$ cat src/rtl/alu_sequencer.sv
// alu_sequencer: operand reads -> ALU calc -> write-back over held request/ack handshakes; min latency 2*N_OPERANDS+3 cycles, each request waits for its ack.
// ALU_SEQ_TIMEOUT_EN adds a per-handshake timeout that aborts through ERR and sets the sticky error flag.
module alu_sequencer #(
    parameter int N_OPERANDS     = 2,
    parameter int TIMEOUT_CYCLES = 255,
    parameter int CNT_W          = 16
) (
    input  logic       clk,
    input  logic       reset_n,
    input  logic       read_Instr,
    output logic       init_Memory,
    output logic [1:0] op_idx,
    input  logic       doneMemory,
    output logic       initCalcule,
    input  logic       doneCalcule,
    output logic       initrd,
    input  logic       doneresult,
    output logic       busy,
    output logic       done,
    output logic       error
);

    if (N_OPERANDS < 1 || N_OPERANDS > 4 || TIMEOUT_CYCLES < 1 || TIMEOUT_CYCLES > 65535 ||
        CNT_W < 1 || 64'(TIMEOUT_CYCLES) >= (64'(1) << CNT_W)) begin : g_bad_params
        $error("alu_sequencer: illegal parameter combination");
    end

`ifdef ALU_SEQ_TIMEOUT_EN
    typedef enum logic [2:0] {IDLE, MEM, CALC, WB, FIN, ERR} state_t;
`else
    typedef enum logic [2:0] {IDLE, MEM, CALC, WB, FIN} state_t;
`endif

    localparam logic [1:0] LAST_OP = 2'(N_OPERANDS - 1);

    state_t     state_q, state_d;
    logic [1:0] op_idx_q, op_idx_d;
    logic       init_mem_q, init_mem_d;
    logic       init_calc_q, init_calc_d;
    logic       init_rd_q, init_rd_d;
    logic       busy_q, busy_d;
    logic       done_q, done_d;

`ifdef ALU_SEQ_TIMEOUT_EN
    logic             error_q, error_d;
    logic [CNT_W-1:0] cnt_q, cnt_d;
    logic             req_wait;

    // a request is outstanding and its acknowledge did not arrive this cycle
    assign req_wait = (init_mem_q & ~doneMemory) | (init_calc_q & ~doneCalcule) |
                      (init_rd_q & ~doneresult);
`endif

    always_comb begin
        state_d     = state_q;
        op_idx_d    = op_idx_q;
        init_mem_d  = 1'b0;
        init_calc_d = 1'b0;
        init_rd_d   = 1'b0;
        done_d      = 1'b0;
`ifdef ALU_SEQ_TIMEOUT_EN
        error_d     = error_q;
        cnt_d       = '0;
`endif
        case (state_q)
            IDLE: begin
                if (read_Instr) begin
                    state_d    = MEM;
                    op_idx_d   = '0;
                    init_mem_d = 1'b1;
`ifdef ALU_SEQ_TIMEOUT_EN
                    error_d    = 1'b0;
`endif
                end
            end
            MEM: begin
                if (init_mem_q && doneMemory) begin
                    if (op_idx_q == LAST_OP) begin
                        state_d     = CALC;
                        init_calc_d = 1'b1;
                    end else begin
                        // request drops for one cycle between operands
                        op_idx_d = op_idx_q + 2'd1;
                    end
                end else begin
                    init_mem_d = 1'b1;
                end
            end
            CALC: begin
                if (doneCalcule) begin
                    state_d   = WB;
                    init_rd_d = 1'b1;
                end else begin
                    init_calc_d = 1'b1;
                end
            end
            WB: begin
                if (doneresult) begin
                    state_d = FIN;
                    done_d  = 1'b1;
                end else begin
                    init_rd_d = 1'b1;
                end
            end
            FIN: begin
                state_d  = IDLE;
                op_idx_d = '0;
            end
`ifdef ALU_SEQ_TIMEOUT_EN
            ERR: begin
                state_d  = IDLE;
                op_idx_d = '0;
            end
`endif
            default: begin
                state_d  = IDLE;
                op_idx_d = '0;
            end
        endcase
`ifdef ALU_SEQ_TIMEOUT_EN
        if (req_wait) begin
            if (cnt_q == CNT_W'(TIMEOUT_CYCLES - 1)) begin
                state_d     = ERR;
                init_mem_d  = 1'b0;
                init_calc_d = 1'b0;
                init_rd_d   = 1'b0;
                error_d     = 1'b1;
            end else begin
                cnt_d = cnt_q + 1'b1;
            end
        end
`endif
        busy_d = (state_d != IDLE);
    end

    always_ff @(posedge clk) begin
        if (!reset_n) begin
            state_q     <= IDLE;
            op_idx_q    <= '0;
            init_mem_q  <= 1'b0;
            init_calc_q <= 1'b0;
            init_rd_q   <= 1'b0;
            busy_q      <= 1'b0;
            done_q      <= 1'b0;
`ifdef ALU_SEQ_TIMEOUT_EN
            error_q     <= 1'b0;
            cnt_q       <= '0;
`endif
        end else begin
            state_q     <= state_d;
            op_idx_q    <= op_idx_d;
            init_mem_q  <= init_mem_d;
            init_calc_q <= init_calc_d;
            init_rd_q   <= init_rd_d;
            busy_q      <= busy_d;
            done_q      <= done_d;
`ifdef ALU_SEQ_TIMEOUT_EN
            error_q     <= error_d;
            cnt_q       <= cnt_d;
`endif
        end
    end

    assign init_Memory = init_mem_q;
    assign initCalcule = init_calc_q;
    assign initrd      = init_rd_q;
    assign op_idx      = op_idx_q;
    assign busy        = busy_q;
    assign done        = done_q;
`ifdef ALU_SEQ_TIMEOUT_EN
    assign error       = error_q;
`else
    assign error       = 1'b0;
`endif

endmodule

$ cat config.mk
export PLATFORM = sky130hd
export DESIGN_NAME = alu_sequencer
export DESIGN_NICKNAME = d
export VERILOG_FILES = /design/src/rtl/alu_sequencer.sv
export SDC_FILE = /design/constraint.sdc
export NUM_CORES = 1
export LEC_CHECK = 0
export BUFFER_PORTS_ARGS = -buffer_cell sky130_fd_sc_hd__buf_4
export CAP_MARGIN = 25
export CORE_AREA = 3 3 40 42
export CTS_BUF_LIST = sky130_fd_sc_hd__clkbuf_4
export CTS_CLUSTER_SIZE = 12
export DETAILED_ROUTE_END_ITERATION = 8
export DIE_AREA = 0 0 43 45
export GPL_TIMING_DRIVEN = 0
export SETUP_SLACK_MARGIN = 0.15
export SLEW_MARGIN = 20
export SYNTH_ARGS = -nofsm -noshare
export SYNTH_HDL_FRONTEND = slang
export SYNTH_SLANG_ARGS = --single-unit
$ cat constraint.sdc
create_clock -name clk -period 1.45 [get_ports clk]
set_input_delay 0.435 -clock clk [delete_from_list [all_inputs] [get_ports clk]]
set_output_delay 0.435 -clock clk [all_outputs]
set_load 0.02 [all_outputs]
==> qor.csv <==
stage;metric;value;unit
run_status;status;complete, no violations;
global_route;grt_pass1_vias;378;
global_route;overflow;0;
critical_path;startpoint;op_idx[1]$_SDFFE_PN0P_;
synth;synthesis.area;445;µm²
routing;drc;0;
synth;netlist_top_cells_area;dfxtp_1 (45%), nor2_1 (5.1%), a21oi_1 (4.5%);
timing;min_period;1410;ps
critical_path;setup.worst_path.end;op_idx[1]$_SDFFE_PN0P_;
synth;yosysTopAreaCell;dfxtp_1;
floorplan;chipWidth;43;µm
critical_path;worstPathMaxFanout;3;
synth;synthMostInstantiatedCell;dfxtp_1;
critical_path;cp_cell_sequence;inv_4, ha_4, and4b_1, or4_4, a21oi_2;
timing;hold_viol_final;0;
critical_path;r2r_end;op_idx[1]$_SDFFE_PN0P_;
clocking;numCtsBuffers;3;
global_route;grt_max_degree;11;
clocking;tritoncts;built;
power_and_ir_drop;power.density;935;mW/mm²
global_route;grt_pass1_wl;1.59;mm
placed_design;gp_congestion;0.706;
job;maxCapViolations;0;
power_and_ir_drop;ir_drop;0.000529;V
placed_design;dp_hpwl;691;µm
timing;fin_tns_setup;0;ps
critical_path;reg2reg_slack;40;ps
clocking;htree_levels;1;
synth;synth_cell_type_count;24;
floorplan;initial_core_util;0.347;
clocking;root_buffer;clkbuf_4;
synth;syn_nets;57;
floorplan;std_cell_rows;13;
critical_path;critPathMaxStageDelay;480;ps
synth;synthArstFlopShare;0;
finish;drive_above_1_share;0.403;
timing;setup_viol;0;
synth;yosysWarnings;0;
clocking;clock_latency;260;ps
finish;multiInputGateArea;235;µm²
min_path;hp-class;in2reg;
routing;drtAntennaViolNets;0;
floorplan;dieArea;0.00194;mm²
routing;dr.pass1.iters;4;
floorplan;fp.dieH;45;µm
finish;syn2layout_area_growth;40.4;%
synth;synth_common_cells;dfxtp_1 (10), nor2_1 (6), a21oi_1 (4);
critical_path;rr_worst_depth;5;
global_route;groute.usage.overall;0.113;
clocking;clock-sinks;10;
synth;synth_ff_type;dfxtp_1;
clocking;clkTransAtPathRegs;60;ps
routing;viasPerCell;4.99;
routing;drtIter0Drc;8;
critical_path;cp-end-kind;register;
critical_path;cp.required;1650;ps
clocking;ctsLongestPathBuffers;2;
timing;slew_violations;0;
critical_path;crit_arrival;1610;ps
critical_path;reg2reg_from;op_idx[1]$_SDFFE_PN0P_;
finish;n_antenna_cell;0;
power_and_ir_drop;total_power;0.585;mW
floorplan;core_area;0.00128;mm²
routing;wl_per_cell;11.6;µm
finish;post-route-util;0.487;
synth;synth_enable_flop_cells;0;
finish;regArea;208;µm²
floorplan;io_pins;14;
synth;avgSynthCellArea;8.91;µm²
timing;clock.fmax;707;MHz
synth;syn_inst;50;
power_and_ir_drop;p_leak;0.274;nW
critical_path;cp_slowest_cell;or4_4;
global_route;antenna_found_initial;0;
timing;whs;409;ps
timing;fin_crit_sh;0.975;
timing;rsz0062_at_grt;true;
routing;wl;952;µm
synth;synth_seq_cells;10;
finish;final_net_count;75;
synth;yosysTopAreaCellShare;0.449;
critical_path;worstSetupPathType;reg2reg;
placed_design;io_buffers;12;
timing;fin_skew;4.05;ps
critical_path;start_kind;register;
finish;fill_cells;138;
synth;yosysSeqAreaShare;0.449;
routing;vias;409;
## worst max-delay path: cells and delay by family, from the launching register on
family          cells  cell delay (ps)
fa+ha+maj           1              120
compound gates      1              120
buf+inv             1               60
flops               1              350
simple gates        2              690
## through the flow
step,instances,worst slack (ps),cell area (µm²)
global route,82,-1.95,626
finish,82,35.8,626
global placement,77,-8.55,574
floorplan,50,74.7,465
detailed placement,77,-14.2,574
CTS,82,46.8,614
## repair_timing
| action | 4_1_cts | 5_1_grt |
|---|---|---|
| hold buffers | 0 | 0 |
| endpoints found under the setup margin | 2 | 3 |
| setup buffers | 1 | 0 |
| pin swaps | 1 | 0 |
| resized for setup | 1 | 3 |
## registers in the layout, summed over array words and instances (netlist names)
signal       flops
state_q          3
op_idx           2
busy             1
done             1
initCalcule      1
init_Memory      1
initrd           1
## layout by cell type (no fill, tap or decap)
cell type and n:
and4bb_1 1, and2b_4 1, clkbuf_4 4, o211ai_1 2, ha_4 1, nor2_1 6, or4_4 1, nand2b_1 3
buf_4 13, or3_1 1, and2b_2 1, a21oi_2 1, and4b_1 1, a32oi_1 1, inv_1 2, buf_6 2
nor2b_1 1, o21ai_0 1, nor3_1 2, a31oi_1 1, inv_4 1, a21oi_1 3, nand3_1 2, dfxtp_4 2
dfxtp_1 8, o311a_1 1, conb_1 1, nand2_1 3
## cell type report
class | count | share of cell area
clock buffers | 4 | 0.0480
repair buffers | 13 | 0.162
flip-flops and latches | 10 | 0.332
multi-input cells | 35 | 0.376
inverters | 3 | 0.0220
well taps | 15 | 0.0300
plain buffers | 2 | 0.0300
## metal layers
layer | GRT usage | part of all wire | up-vias
met5 | 0 | 0 | -
met1 | 0.145 | 0.45 | 187
li1 | - | - | 208
met3 | 0.0837 | 0.089 | 2
met4 | 0.0361 | 0.0084 | 0
met2 | 0.144 | 0.45 | 12
## kinds of logic after synthesis
group                    synth area share
buffers and inverters              0.0674
AND/OR/NAND/NOR                     0.301
other                             0.00842
AO/OA/AOI/OAI                       0.146
flip-flops                          0.449
adder cells (fa/ha/maj)            0.0281
## where the power goes
group	total, mW	internal, mW	switching [mW]	leakage, nW
registers	0.287	0.281	0.00618	0.0832
logic	0.0828	0.0399	0.0429	0.173
clock network	0.215	0.125	0.0900	0.0184
total	0.585	0.446	0.139	0.274
## worst min path at each step
stage | startpoint | endpoint | slack [ps] | cells past startpoint
floorplan | state_q[1]$_SDFF_PN0_ | state_q[1]$_SDFF_PN0_ | 500 | 2
global placement | op_idx[1]$_SDFFE_PN0P_ | op_idx[1]$_SDFFE_PN0P_ | 530 | 2
detailed placement | op_idx[1]$_SDFFE_PN0P_ | op_idx[1]$_SDFFE_PN0P_ | 550 | 2
CTS | read_Instr | busy$_SDFF_PN0_ | 400 | 3
global route | read_Instr | busy$_SDFF_PN0_ | 440 | 3
finish | read_Instr | busy$_SDFF_PN0_ | 410 | 3
Power figures use the tool's default switching activity.
